`config.mk`:
```
export PLATFORM = sky130hd
export DESIGN_NAME = inst_fetch_unit_flat
export DESIGN_NICKNAME = d
export VERILOG_FILES = /design/src/rtl/inst_fetch_unit_if.sv /design/src/rtl/inst_fetch_unit.sv /design/src/flat_wrapper.sv
export SDC_FILE = /design/constraint.sdc
export NUM_CORES = 1
export LEC_CHECK = 0
export CAP_MARGIN = 20
export CELL_PAD_IN_SITES_DETAIL_PLACEMENT = 1
export CELL_PAD_IN_SITES_GLOBAL_PLACEMENT = 1
export CORE_ASPECT_RATIO = 1.75
export CORE_MARGIN = 4
export CORE_UTILIZATION = 35
export CTS_BUF_LIST = sky130_fd_sc_hd__clkbuf_8 sky130_fd_sc_hd__clkbuf_16
export DETAILED_ROUTE_END_ITERATION = 8
export GPL_ROUTABILITY_DRIVEN = 1
export GPL_TIMING_DRIVEN = 0
export PLACE_DENSITY_LB_ADDON = 0.05
export SYNTH_ARGS = -nofsm -noshare
export SYNTH_HDL_FRONTEND = slang
export SYNTH_SLANG_ARGS = --single-unit
```
`constraint.sdc`:
```
create_clock -name clk -period 2.6 [get_ports clk]
set_input_delay 0.52 -clock clk [delete_from_list [all_inputs] [get_ports clk]]
set_output_delay 0.52 -clock clk [all_outputs]
set_load 0.03 [all_outputs]
```
`src/rtl/inst_fetch_unit_if.sv`:
```
// Fetch-side bus bundle: instruction-memory request/response
// and the decode-facing valid/ready head of the fetch FIFO.
interface inst_fetch_unit_if #(
    parameter int DATA_W = 32
);
    logic              InstMem_Read;
    logic [DATA_W-1:0] InstMem_Address;
    logic              InstMem_Ready;
    logic [DATA_W-1:0] inst1_in;
    logic [DATA_W-1:0] inst2_in;
    logic              dec_valid;
    logic              dec_ready;
    logic [DATA_W-1:0] dec_PC;
    logic [DATA_W-1:0] dec_inst1;
    logic [DATA_W-1:0] dec_inst2;
    logic              dec_pred_taken;

    modport master (
        output InstMem_Read,
        output InstMem_Address,
        input  InstMem_Ready,
        input  inst1_in,
        input  inst2_in,
        output dec_valid,
        input  dec_ready,
        output dec_PC,
        output dec_inst1,
        output dec_inst2,
        output dec_pred_taken
    );

    modport slave (
        input  InstMem_Read,
        input  InstMem_Address,
        output InstMem_Ready,
        output inst1_in,
        output inst2_in,
        input  dec_valid,
        output dec_ready,
        input  dec_PC,
        input  dec_inst1,
        input  dec_inst2,
        input  dec_pred_taken
    );
endinterface

```
`src/rtl/inst_fetch_unit.sv`:
```
// Dual-issue fetch engine: one outstanding pair request,
// predictor/redirect PC steering, small pair FIFO to decode.
module inst_fetch_unit #(
    parameter int                DATA_W     = 32,
    parameter int                FIFO_DEPTH = 4,
    parameter logic [DATA_W-1:0] RESET_PC   = '0
) (
    input  logic                clk,
    input  logic                rst,
    inst_fetch_unit_if.master   bus,
    input  logic                Inst1_maybe_Branch,
    input  logic                Inst2_maybe_Branch,
    input  logic                Pre_Take,
    input  logic [DATA_W-1:0]   Pre_PC,
    input  logic                Redirect,
    input  logic [DATA_W-1:0]   Redirect_PC
);
    localparam int PW = (FIFO_DEPTH > 1) ? $clog2(FIFO_DEPTH) : 1;
    localparam int CW = PW + 1;
    localparam logic [CW-1:0] DEPTH_C = CW'(FIFO_DEPTH);
    localparam logic [DATA_W-1:0] STEP = DATA_W'(8);

    typedef enum logic [1:0] {
        IDLE,
        REQ,
        DROP
    } state_e;

    typedef struct packed {
        logic [DATA_W-1:0] pc;
        logic [DATA_W-1:0] i1;
        logic [DATA_W-1:0] i2;
        logic              tk;
    } ent_t;

    state_e            state_q;
    logic              read_q;
    logic [DATA_W-1:0] pc_q;
    logic [DATA_W-1:0] tgt_q;

    ent_t              mem_q [FIFO_DEPTH];
    logic [PW-1:0]     wr_q;
    logic [PW-1:0]     rd_q;
    logic [CW-1:0]     count_q;
    logic [CW-1:0]     count_d;

    logic              xfer;
    logic              taken;
    logic              push;
    logic              pop;
    ent_t              head;
    ent_t              new_ent;

    // Inst2 branches are never predicted; the hint is accepted but unused.
    logic              unused_inst2_br;
    assign unused_inst2_br = Inst2_maybe_Branch;

    assign xfer  = read_q & bus.InstMem_Ready;
    assign taken = Inst1_maybe_Branch & Pre_Take;
    assign push  = (state_q == REQ) & xfer & ~Redirect
                 & (count_q < DEPTH_C);
    assign pop   = (count_q != '0) & bus.dec_ready & ~Redirect;

    assign new_ent.pc = pc_q;
    assign new_ent.i1 = bus.inst1_in;
    assign new_ent.i2 = bus.inst2_in;
    assign new_ent.tk = taken;

    assign head = mem_q[rd_q];

    assign bus.InstMem_Read    = read_q;
    assign bus.InstMem_Address = pc_q;
    assign bus.dec_valid       = (count_q != '0);
    assign bus.dec_PC          = head.pc;
    assign bus.dec_inst1       = head.i1;
    assign bus.dec_inst2       = head.i2;
    assign bus.dec_pred_taken  = head.tk;

    // Occupancy after this edge; a redirect empties the buffer.
    always_comb begin
        count_d = count_q;
        if (Redirect) begin
            count_d = '0;
        end else begin
            count_d = count_q + CW'(push) - CW'(pop);
        end
    end

    // Pair FIFO storage and pointers; cleared on redirect.
    always_ff @(posedge clk or negedge rst) begin
        if (!rst) begin
            wr_q    <= '0;
            rd_q    <= '0;
            count_q <= '0;
            for (int i = 0; i < FIFO_DEPTH; i++) begin
                mem_q[i] <= '0;
            end
        end else if (Redirect) begin
            wr_q    <= '0;
            rd_q    <= '0;
            count_q <= '0;
        end else begin
            if (push) begin
                mem_q[wr_q] <= new_ent;
                wr_q        <= wr_q + PW'(1);
            end
            if (pop) begin
                rd_q <= rd_q + PW'(1);
            end
            count_q <= count_d;
        end
    end

    // Fetch FSM: owns the request flag, fetch PC and redirect target.
    always_ff @(posedge clk or negedge rst) begin
        if (!rst) begin
            state_q <= IDLE;
            read_q  <= 1'b0;
            pc_q    <= RESET_PC;
            tgt_q   <= RESET_PC;
        end else begin
            unique case (state_q)
                IDLE: begin
                    if (Redirect) begin
                        pc_q    <= Redirect_PC;
                        state_q <= REQ;
                        read_q  <= 1'b1;
                    end else if (count_q < DEPTH_C) begin
                        state_q <= REQ;
                        read_q  <= 1'b1;
                    end
                end
                REQ: begin
                    if (Redirect) begin
                        if (xfer) begin
                            pc_q <= Redirect_PC;
                        end else begin
                            state_q <= DROP;
                            tgt_q   <= Redirect_PC;
                        end
                    end else if (xfer) begin
                        pc_q <= taken ? Pre_PC : pc_q + STEP;
                        if (count_d >= DEPTH_C) begin
                            state_q <= IDLE;
                            read_q  <= 1'b0;
                        end
                    end
                end
                DROP: begin
                    if (xfer) begin
                        state_q <= REQ;
                        pc_q    <= Redirect ? Redirect_PC : tgt_q;
                    end else if (Redirect) begin
                        tgt_q <= Redirect_PC;
                    end
                end
                default: begin
                    state_q <= IDLE;
                    read_q  <= 1'b0;
                end
            endcase
        end
    end
endmodule

```
`src/flat_wrapper.sv`:
```
// flat-port wrapper written by rule: the top's interface ports become plain ports
module inst_fetch_unit_flat 
#(
    parameter int                DATA_W     = 32,
    parameter int                FIFO_DEPTH = 4,
    parameter logic [DATA_W-1:0] RESET_PC   = '0
)
  (clk, rst, Inst1_maybe_Branch, Inst2_maybe_Branch, Pre_Take, Pre_PC, Redirect, Redirect_PC, bus_InstMem_Read, bus_InstMem_Address, bus_InstMem_Ready, bus_inst1_in, bus_inst2_in, bus_dec_valid, bus_dec_ready, bus_dec_PC, bus_dec_inst1, bus_dec_inst2, bus_dec_pred_taken);
  inst_fetch_unit_if #(.DATA_W(DATA_W)) bus_i ();
  input  logic clk;
  input  logic rst;
  input  logic Inst1_maybe_Branch;
  input  logic Inst2_maybe_Branch;
  input  logic Pre_Take;
  input  logic [DATA_W-1:0] Pre_PC;
  input  logic Redirect;
  input  logic [DATA_W-1:0] Redirect_PC;
  output wire logic [$bits(bus_i.InstMem_Read)-1:0] bus_InstMem_Read;
  output wire logic [$bits(bus_i.InstMem_Address)-1:0] bus_InstMem_Address;
  input wire logic [$bits(bus_i.InstMem_Ready)-1:0] bus_InstMem_Ready;
  input wire logic [$bits(bus_i.inst1_in)-1:0] bus_inst1_in;
  input wire logic [$bits(bus_i.inst2_in)-1:0] bus_inst2_in;
  output wire logic [$bits(bus_i.dec_valid)-1:0] bus_dec_valid;
  input wire logic [$bits(bus_i.dec_ready)-1:0] bus_dec_ready;
  output wire logic [$bits(bus_i.dec_PC)-1:0] bus_dec_PC;
  output wire logic [$bits(bus_i.dec_inst1)-1:0] bus_dec_inst1;
  output wire logic [$bits(bus_i.dec_inst2)-1:0] bus_dec_inst2;
  output wire logic [$bits(bus_i.dec_pred_taken)-1:0] bus_dec_pred_taken;
  assign bus_InstMem_Read = bus_i.InstMem_Read;
  assign bus_InstMem_Address = bus_i.InstMem_Address;
  assign bus_i.InstMem_Ready = bus_InstMem_Ready;
  assign bus_i.inst1_in = bus_inst1_in;
  assign bus_i.inst2_in = bus_inst2_in;
  assign bus_dec_valid = bus_i.dec_valid;
  assign bus_i.dec_ready = bus_dec_ready;
  assign bus_dec_PC = bus_i.dec_PC;
  assign bus_dec_inst1 = bus_i.dec_inst1;
  assign bus_dec_inst2 = bus_i.dec_inst2;
  assign bus_dec_pred_taken = bus_i.dec_pred_taken;
  inst_fetch_unit #(.DATA_W(DATA_W), .FIFO_DEPTH(FIFO_DEPTH), .RESET_PC(RESET_PC)) u_core (.clk(clk), .rst(rst), .bus(bus_i), .Inst1_maybe_Branch(Inst1_maybe_Branch), .Inst2_maybe_Branch(Inst2_maybe_Branch), .Pre_Take(Pre_Take), .Pre_PC(Pre_PC), .Redirect(Redirect), .Redirect_PC(Redirect_PC));
endmodule
```
==> results of run 1 <==
==> what timing repair did <==
action                                  CTS  global route
endpoints found under the setup margin  526           231
hold buffers                              1             0
endpoints found under the hold margin    35             0
resized for setup                       632           129
pin swaps                                 2             1
gates cloned                              2             3
buffers inserted                         10            14
==> cell usage in the layout, fill, tap and decap left out, drive strengths merged, types with 4 or more instances in the layout <==
cell type	n
xor2	4
bufinv	7
and4	5
o31ai	5
a21o	5
clkdlybuf4s50	165
or4	5
inv	28
ha	11
a21oi	25
nor2	40
nor3	14
mux4	97
clkdlybuf4s15	9
mux2	131
nand3	21
o211ai	6
clkinv	9
dfrtp	462
o21a	4
nand4	9
o21ai	50
a31oi	10
nand2	898
a22o	10
o221ai	6
and2	9
buf	184
and3	13
a22oi	5
clkbuf	140
or3	5
xnor2	5
a221oi	7
a211oi	6
==> power by group through the flow <==
| stage | Sequential, W | Combinational [W] | Clock (W) |
|---|---|---|---|
| global route | 0.0104 | 0.0156 | 0.00803 |
| finish | 0.0102 | 0.0147 | 0.00754 |
| floorplan | 0.0102 | 0.00813 | 0 |
| detailed placement | 0.0103 | 0.0142 | 0 |
| CTS | 0.0102 | 0.0144 | 0.00775 |
| global placement | 0.0102 | 0.0140 | 0 |
==> cells in the mapped netlist (3+ instances only) <==
| master | count | area share |
|---|---|---|
| and3_1 | 13 | 0.0038 |
| a22o_1 | 10 | 0.0041 |
| o22ai_1 | 3 | 0.00087 |
| and4_1 | 5 | 0.0020 |
| buf_2 | 55 | 0.013 |
| o31ai_1 | 5 | 0.0017 |
| mux2_2 | 131 | 0.069 |
| nor2_1 | 40 | 0.0070 |
| nand4_1 | 9 | 0.0026 |
| buf_1 | 9 | 0.0016 |
| o211ai_1 | 6 | 0.0021 |
| or3_1 | 5 | 0.0015 |
| xor2_1 | 4 | 0.0016 |
| o21a_1 | 4 | 0.0014 |
| nor3_1 | 14 | 0.0033 |
| o221ai_1 | 6 | 0.0024 |
| inv_1 | 17 | 0.0030 |
| dfrtp_1 | 462 | 0.54 |
| mux4_2 | 97 | 0.10 |
| a221oi_1 | 7 | 0.0029 |
| nand2_1 | 898 | 0.16 |
| a211oi_1 | 6 | 0.0021 |
| a32o_1 | 3 | 0.0014 |
| a2bb2oi_1 | 3 | 0.0012 |
| nor2b_1 | 3 | 0.00087 |
| nand3_1 | 20 | 0.0047 |
| a21o_1 | 5 | 0.0017 |
| o2111ai_1 | 3 | 0.0012 |
| xnor2_1 | 5 | 0.0020 |
| a21oi_1 | 25 | 0.0058 |
| and2_1 | 9 | 0.0026 |
| ha_1 | 11 | 0.0064 |
| buf_4 | 6 | 0.0021 |
| a22oi_1 | 5 | 0.0017 |
| a31oi_1 | 10 | 0.0029 |
| or4_1 | 5 | 0.0017 |
| o21ai_0 | 50 | 0.012 |
| clkbuf_1 | 78 | 0.014 |
==> final cells by class <==
| class | count | area (um2) |
|---|---|---|
| repair buffers | 299 | 3010 |
| flip-flops and latches | 462 | 11600 |
| well taps | 786 | 983 |
| clock inverters | 29 | 325 |
| fillers | 6654 | 32800 |
| clock buffers | 60 | 1380 |
| multi-input cells | 1453 | 9330 |
| inverters | 17 | 63.8 |
| plain buffers | 143 | 945 |
| diodes | 2 | 5.00 |
==> cells by family (layout without fill, tap and decap cells) <==
kind of cell,after synthesis,after routing
AOI/OAI and AO/OA,174,174
xor gates and xnor gates,10,10
adders and majority gates,12,12
buffers and inverters,165,548
DFF,462,462
muxes,228,228
other,0,2
and+or+nand+nor,1029,1029
==> stage by stage <==
stage / total power, W / utilization / hold slack [ns] / setup slack [ns] / setup TNS, ns
finish: 0.0325 / 0.457 / 0.423 / -0.119 / -3.41
global route: 0.0340 / 0.457 / 0.431 / -0.187 / -9.94
CTS: 0.0323 / 0.452 / 0.405 / -0.200 / -6.68
detailed placement: 0.0244 / 0.418 / 0.433 / -1.51 / -381.62
global placement: 0.0242 / 0.416 / 0.453 / -20.33 / -9741.73
floorplan: 0.0184 / - / 0.224 / -0.000951 / -0.000951
==> worst min path at each step <==
stage / to / startpoint / depth (start not counted)
2_1_floorplan: u_core.bus.InstMem_Address[0] / rst / 0
3_5_place_dp: u_core.mem_q[14] / rst / 1
5_1_grt: u_core.mem_q[305] / rst / 2
4_1_cts: u_core.mem_q[305] / rst / 2
3_3_place_gp: u_core.mem_q[209] / u_core.mem_q[209] / 2
6_report: u_core.mem_q[305] / rst / 2
==> metal layers <==
metal,vias up,part of all wire,GRT usage
met3,133,0.045,0.0406
met1,8821,0.39,0.280
met2,447,0.53,0.445
met4,0,0.035,0.0849
met5,-,0,0
li1,7705,-,-
==> sequential cells by signal (all words and copies together) (netlist names) <==
name / cells
u_core.count_q: 3
u_core.wr_q: 2
u_core.mem_q: 388
u_core.state_q: 2
u_core.bus.InstMem_Address: 32
u_core.tgt_q: 32
u_core.bus.InstMem_Read: 1
u_core.rd_q: 2
==> worst max-delay path: stages (launching register included) <==
cell and delay, ns:
dfrtp_2 0.40, buf_8 0.16, buf_8 0.11, buf_12 0.14
mux4_2 0.60, buf_6 0.18
==> impl_metrics.env, run 1 <==
export IMPL_status="complete, but fails checks"
export IMPL_violations="setup timing"
export IMPL_power_frac_seq=0.313
export IMPL_drtIter0Drc=759
export IMPL_cp_end_kind="output pin"
export IMPL_final_layout_size_suffix_gt1_frac=0.238
export IMPL_die_area_um2=65500
export IMPL_grt_pass1_vias=19200
export IMPL_clockBufferDepth=3
export IMPL_grt_ovfl_total=0
export IMPL_cp_max_fo=8
export IMPL_hold_viol=0
export IMPL_netlist_instances=2080
export IMPL_first_pass_iters=5
export IMPL_fin_worst_skew_ns=0.0197
export IMPL_cts_buffers=48
export IMPL_crit_path_start_kind="flop"
export IMPL_drc=0
export IMPL_max_freq_mhz=368
export IMPL_grt_max_degree=114
export IMPL_endpoint="bus_dec_PC[5]"
export IMPL_r2r_end="u_core.state_q[0]"
export IMPL_ys_warnings_count=0
export IMPL_power_share_combinational=0.454
export IMPL_ys_seq_area_frac=0.539
export IMPL_crit_type="reg2out"
export IMPL_root_buffer="clkbuf_16"
export IMPL_min_period_ns=2.72
export IMPL_synth_simple_area_share=0.191
export IMPL_clk_latency_ns=0.59
export IMPL_die_y_um=336
export IMPL_final_cells=3251
export IMPL_clock_sinks=462
export IMPL_synth_flop_cell="dfrtp_1"
export IMPL_power_switching_w=0.0129
export IMPL_leakage_nw=13.3
export IMPL_gp_congestion=0.930
export IMPL_min_period_over_period=1.05
export IMPL_timing_rr_start="u_core.count_q[2]"
export IMPL_track_usage=0.241
export IMPL_antenna_found_initial=4
export IMPL_reg2regPathDepth=13
export IMPL_cp_startpoint="u_core.rd_q[0]"
export IMPL_rsz0062_at_grt="true"
export IMPL_finalInstanceArea_um2=27600
export IMPL_clkPwrFrac=0.232
export IMPL_synth_nets=2228
export IMPL_synthAdderAreaFrac=0.00734
export IMPL_antenna_left=0
export IMPL_peakVddDrop_mv=0.845
export IMPL_tightest_slew_ns=0.985
export IMPL_slew_headroom=0.343
export IMPL_min_path_type="in2async"
export IMPL_place_hpwl_mm=56.9
export IMPL_dpl_cell_area_um2=25300
export IMPL_rows=119
export IMPL_syn_to_final_growth_pct=28.6
export IMPL_p_sw_frac=0.397
export IMPL_vias=17100
export IMPL_io_pins=267
export IMPL_pwr_density_cell_nw_per_um2=1180
export IMPL_routed_via_density=5.26
export IMPL_synth_compound_area_frac=0.0551
export IMPL_fin_ws_ns=-0.119
export IMPL_grt_pass1_wl_mm=121
export IMPL_synth_avg_cell_area_um2=10.3
export IMPL_initial_core_util=0.355
export IMPL_synth_cell_types=62
export IMPL_synthArstFlopShare=1.00
export IMPL_totalWireLength_mm=80.4
export IMPL_crit_required_ns=2.08
export IMPL_port_buffers=265
export IMPL_htree_levels=2
export IMPL_ys_ff_latch=462
export IMPL_nets=2572
export IMPL_cp_data_arrival_time_ns=2.20
export IMPL_core_area_um2=60500
export IMPL_synth_edff_count=0
export IMPL_syn_area_um2=21500
export IMPL_drt_wirelength_per_cell_um=24.7
export IMPL_setup_viol=75
export IMPL_maxSlewViolCount=0
export IMPL_r2r_slack_ns=-0.08
export IMPL_power_internal_w=0.0196
export IMPL_cap_violations=0
export IMPL_synth_mux_area_fraction=0.170
export IMPL_synth_top_family_by_area="simple AND/OR/NAND/NOR gates"
export IMPL_place_inst=3136
export IMPL_synth_xor_xnor_area_share=0.00472
export IMPL_cts_tree="built"
export IMPL_die_w_um=195
export IMPL_path_clk_slew_ns=0.06
No activity file was read; power rests on OpenSTA's default activity.
==> run 2, diff against run 1 <==
CTS_BUF_LIST = sky130_fd_sc_hd__clkbuf_8   (was sky130_fd_sc_hd__clkbuf_8 sky130_fd_sc_hd__clkbuf_16)
clock period = 3.45 ns   (was 2.6 ns; I/O delays follow)
==> impl_metrics.env, run 2 (same netlist as run 1, synthesis figures left out) <==
export IMPL_drc=0
export IMPL_clockBufferDepth=3
export IMPL_antenna_found_initial=3
export IMPL_drt_wirelength_per_cell_um=24.2
export IMPL_final_cells=3268
export IMPL_cp_max_fo=10
export IMPL_min_path_type="in2async"
export IMPL_htree_levels=3
export IMPL_maxSlewViolCount=0
export IMPL_pwr_density_cell_nw_per_um2=853
export IMPL_port_buffers=265
export IMPL_nets=2576
export IMPL_clock_sinks=462
export IMPL_tightest_slew_ns=1.14
export IMPL_grt_ovfl_total=0
export IMPL_layout_commonest_cell="nand2_1"
export IMPL_path_clk_slew_ns=0.06
export IMPL_power_frac_seq=0.337
export IMPL_hold_viol=0
export IMPL_power_switching_w=0.00943
export IMPL_met2_length_mm=41.7
export IMPL_r2r_end="u_core.bus.InstMem_Address[30]"
export IMPL_power_share_combinational=0.456
export IMPL_vias=17100
export IMPL_rows=119
export IMPL_first_pass_iters=4
export IMPL_routed_via_density=5.24
export IMPL_io_pins=267
export IMPL_n_fill_cell=6826
export IMPL_final_layout_size_suffix_gt1_frac=0.172
export IMPL_grt_max_degree=117
export IMPL_power_internal_w=0.0134
export IMPL_clkPwrFrac=0.207
export IMPL_totalWireLength_mm=79.1
export IMPL_track_usage=0.241
export IMPL_p_sw_frac=0.413
export IMPL_wl_met3_mm=3.62
export IMPL_core_area_um2=60500
export IMPL_reg2regPathDepth=9
export IMPL_root_buffer="clkbuf_8"
export IMPL_cp_data_arrival_time_ns=2.68
export IMPL_clk_latency_ns=0.68
export IMPL_die_y_um=336
export IMPL_slew_headroom=0.241
export IMPL_antenna_left=0
export IMPL_routed_top_layer="met4"
export IMPL_m1WireLength_mm=30.5
export IMPL_dpl_cell_area_um2=25200
export IMPL_initial_core_util=0.355
export IMPL_cts_tree="built"
export IMPL_drtIter0Drc=717
export IMPL_fin_util=0.442
export IMPL_largest_reg_flops=388
export IMPL_place_inst=3136
export IMPL_r2r_slack_ns=0.23
export IMPL_leakage_nw=12.9
export IMPL_min_period_ns=3.37
export IMPL_die_area_um2=65500
export IMPL_peakVddDrop_mv=0.511
export IMPL_timing_rr_start="u_core.state_q[0]"
export IMPL_mostFrequentLayoutCells="nand2_1 (898), dfrtp_1 (460), clkdlybuf4s50_1 (215)"
export IMPL_syn_to_final_growth_pct=24.6
export IMPL_largest_register="u_core.mem_q"
export IMPL_cts_buffers=76
export IMPL_crit_path_start_kind="flop"
export IMPL_status="finished, final reports clean"
export IMPL_crit_required_ns=2.76
export IMPL_cap_violations=0
export IMPL_cp_end_kind="output pin"
export IMPL_max_freq_mhz=296
export IMPL_gp_congestion=0.948
export IMPL_crit_type="reg2out"
export IMPL_setup_viol=0
export IMPL_finalInstanceArea_um2=26700
export IMPL_grt_pass1_wl_mm=121
export IMPL_min_period_over_period=0.978
export IMPL_place_hpwl_mm=57.8
export IMPL_rsz0062_at_grt="false"
export IMPL_fin_worst_skew_ns=0.0295
export IMPL_grt_pass1_vias=19200
export IMPL_die_w_um=195
-- run 2: per-layer routing --
layer	vias to the layer above	GRT usage
li1	7719	-
met1	8775	0.276
met2	466	0.440
met3	149	0.0428
met4	0	0.106
met5	-	0
-- run 2: timing repair --
action,CTS,global route
buffers inserted,2,0
pin swaps,0,1
hold endpoints to repair,28,0
resized for setup,79,14
endpoints found under the setup margin,99,62
hold buffers,1,0
-- run 2: area by class of cell --
class,instances,area (um2),area share
multi-input combinational,1453,9220,0.345
sequential,462,11600,0.432
clock inverter,37,173,0.00646
tap,786,983,0.0368
clock buffer,92,1270,0.0473
timing repair buffer,273,2760,0.103
buffer,145,709,0.0265
antenna,3,7.51,0.000281
inverter,17,63.8,0.00239
-- run 2: worst max-delay path by stage --
stage                   endpoint      startpoint  slack [ns]  cells after the start
6_report       bus_dec_inst1[11]  u_core.rd_q[0]        0.08                      4
5_1_grt        bus_dec_inst1[21]  u_core.rd_q[0]       0.003                      4
4_1_cts        bus_dec_inst2[19]  u_core.rd_q[0]       0.001                      4
3_5_place_dp   u_core.state_q[0]        Redirect       -1.01                     14
3_3_place_gp    u_core.mem_q[81]             rst      -19.38                      1
2_1_floorplan  u_core.state_q[0]        Redirect        0.25                     13
-- run 2: worst max-delay path: stages (launching register included) --
cell and delay (ns):
dfrtp_2 0.36, buf_4 0.16, buf_4 0.27, mux4_2 0.58, clkdlybuf4s50_1 0.62
-- run 2: power groups by stage --
stage / Sequential (W) / Clock [W] / Combinational (W)
after floorplan: 0.00770 / 0 / 0.00611
after global placement: 0.00771 / 0 / 0.0105
after detailed placement: 0.00776 / 0 / 0.0106
after CTS: 0.00768 / 0.00491 / 0.0105
after global routing: 0.00783 / 0.00513 / 0.0110
final: 0.00769 / 0.00473 / 0.0104
-- run 2: through the flow --
step	hold slack, ns	power (W)	setup TNS [ns]	worst slack [ns]
floorplan	0.394	0.0138	0	0.247
global placement	0.452	0.0182	-8943.34	-19.38
detailed placement	0.458	0.0184	-72.51	-1.01
CTS	0.412	0.0231	0	0.00140
global route	0.466	0.0240	0	0.00320
finish	0.468	0.0228	0	0.0771
==> run 3, diff against run 2 <==
ABC_CLOCK_PERIOD_IN_PS = 3450   (was unset)
==> results of run 3 <==
Same layout as run 2: the final DEF is identical, and so are final timing and power.
==> variant, RTL diff (flow settings as in run 1) <==
Make the reset (`rst`) synchronous in 2 clocked blocks.
--- a/src/rtl/inst_fetch_unit.sv
+++ b/src/rtl/inst_fetch_unit.sv
@@ -88,5 +88,5 @@
 
     // Pair FIFO storage and pointers; cleared on redirect.
-    always_ff @(posedge clk or negedge rst) begin
+    always_ff @(posedge clk) begin
         if (!rst) begin
             wr_q    <= '0;
@@ -113,5 +113,5 @@
 
     // Fetch FSM: owns the request flag, fetch PC and redirect target.
-    always_ff @(posedge clk or negedge rst) begin
+    always_ff @(posedge clk) begin
         if (!rst) begin
             state_q <= IDLE;
Function: differs if rst is asserted again (counterexample within 4 cycles, from zero or initial values and one cycle with rst low); with rst held inactive, the same outputs for 4 cycles.
==> variant against run 1 <==
  * The flow still finishes with violations (setup timing)
  * Sequential cell count grew 2
  * Wire length down 11%
  * Setup slack worse by 0.052 ns
  * Die area fell by 0.20%
  * Design area is 2.9% higher
  * Area after synthesis down 0.21%
  * Critical path type is now reg2reg
  * Critical endpoint is now u_core.state_q[0]
  * Largest cell class unchanged
Power is not compared: it rests on default switching activity, and its combinational part moved more than twofold at a synthesized area within 25%.
==> variant: results (changes against run 1) <==
* Outcome: finished with violations (unchanged)
* Failing checks: setup timing (unchanged)
* Worst setup margin at -0.171 ns (was -0.119 ns)
* Fill cells at 6,100 (was 6,654)
* XOR/XNOR Fraction of Synth Area at 0.654% (was 0.472%)
* Multi-In Gates at 948 (was 1,453)
* Clock Skew at 0.0164 ns (was 0.0197 ns)
* Gate count of the mapped netlist at 1,545 (was 2,080)
* Non-CTS inverters at 11 (was 17)
* Hold Path Class: reg2reg (was in2async)
* Critical path peak fanout at 4 (was 8)
* Antenna violations before repair at 2 (was 4)
* Vias per cell at 5.20 (was 5.26)
* Commonest cells post-synth: 388 x edfxtp_1, 376 x and2_1, 97 x mux4_2 (was 898 x nand2_1, 462 x dfrtp_1, 131 x mux2_2)
* Total power at between 20 and 25 mW
* TNS Setup at -1.76 ns (was -3.41 ns)
* Met2 wire len at 38.7 mm (was 42.4 mm)
* Worst R2R Start: u_core.count_q[2] (unchanged)
* Crit path arrival time at 3.20 ns (was 2.20 ns)
* Quantity of gates resized following cts at 785 (was 632)
* Post-synthesis mux area share at 11.9% (was 17.0%)
* Global-route met1 utilization at 23.3% (was 28.0%)
* Vias at 14,384 (was 17,106)
* Share of cells above drive strength 1 at 25.4% (was 23.8%)
* Dpl hpwl at 50.6 mm (was 56.9 mm)
* Number of global-route vias before repair at 15,781 (was 19,202)
* Wire length per cell at 25.9 µm (was 24.7 µm)
* Area of the multi-input gates at 7860 µm² (was 9330 µm²)
* Routed wl met3 at 2.97 mm (was 3.61 mm)
* Sequential area share after synthesis at 61.5% (was 53.9%)
* Distinct cells, synth at 77 (was 62)
* Area contributors post-synth: edfxtp_1 54%, and2_1 11%, mux4_2 10%, dfxtp_1 7.1%, mux2i_1 1.6% (was dfrtp_1 54%, nand2_1 16%, mux4_2 10%, mux2_2 6.9%, clkbuf_1 1.4%)
* Synth Area in Compound Gates at 5.83% (was 5.51%)
* Total CTS buffers at 46 (was 48)
* GR Util met3 at 3.45% (was 4.06%)
* Syn Nets at 1,689 (was 2,228)
* Synth Area in Adders at 0.502% (was 0.734%)
* M1 wire length at 26.1 mm (was 31.6 mm)
* Pint at about 15 mW
* FFs w/ async S/R, synth at 0% (was 100%)
* Final Setup Violations at 33 (was 75)
* Final #Nets at 2,089 (was 2,572)
* Largest net degree at the start of global routing at 66 (was 114)
* Clk cell area share at 5.13% (was 6.17%)
* Grt met2 use at 39.7% (was 44.5%)
* Dpl cell area at 25,600 µm² (was 25,300 µm²)
* Antenna diode count at 0 (was 2)
* Post-CTS setup buffer count at 50 (was 10)
* Global placement routability congestion at 0.901 (was 0.930)
* CLK BUF at 47 (was 60)
* Number of flops mapped to enable cells by yosys at 388 (was 0)
* Highest routed layer: met5 (was met4)
* RR Endpoint: u_core.state_q[0] (unchanged)
* Num sequential at 464 (was 462)
* Worst slack, placed at -1.22 ns (was -1.51 ns)
* Placed cell count at 2,615 (was 3,136)
* Global-route wire length before repair at 104 mm (was 121 mm)
* Hold slack at 0.499 ns (was 0.423 ns)
-- variant: worst max-delay path: stages, from the launching register on --
cell	delay (ns)
dfxtp_2	0.33
buf_8	0.12
or3_4	0.32
and3_4	0.17
ha_4	0.22
inv_4	0.05
ha_4	0.12
inv_2	0.04
fa_2	0.39
xor2_4	0.19
mux2i_2	0.19
a2111oi_4	0.22
mux2i_1	0.23
nor2_1	0.05
-- variant: worst max-delay path by stage --
stage                      startpoint                       to  slack (ns)  depth (start not counted)
floorplan                    Redirect       u_core.mem_q[0][0]       -1.51                          4
global placement    bus_InstMem_Ready      u_core.mem_q[0][49]       -4.57                          4
detailed placement           Redirect      u_core.mem_q[3][54]       -1.22                          7
CTS                 u_core.state_q[1]        u_core.state_q[0]       -0.37                         14
global route        u_core.count_q[2]  u_core.bus.InstMem_Read       -0.30                         13
finish              u_core.count_q[2]        u_core.state_q[0]       -0.17                         13
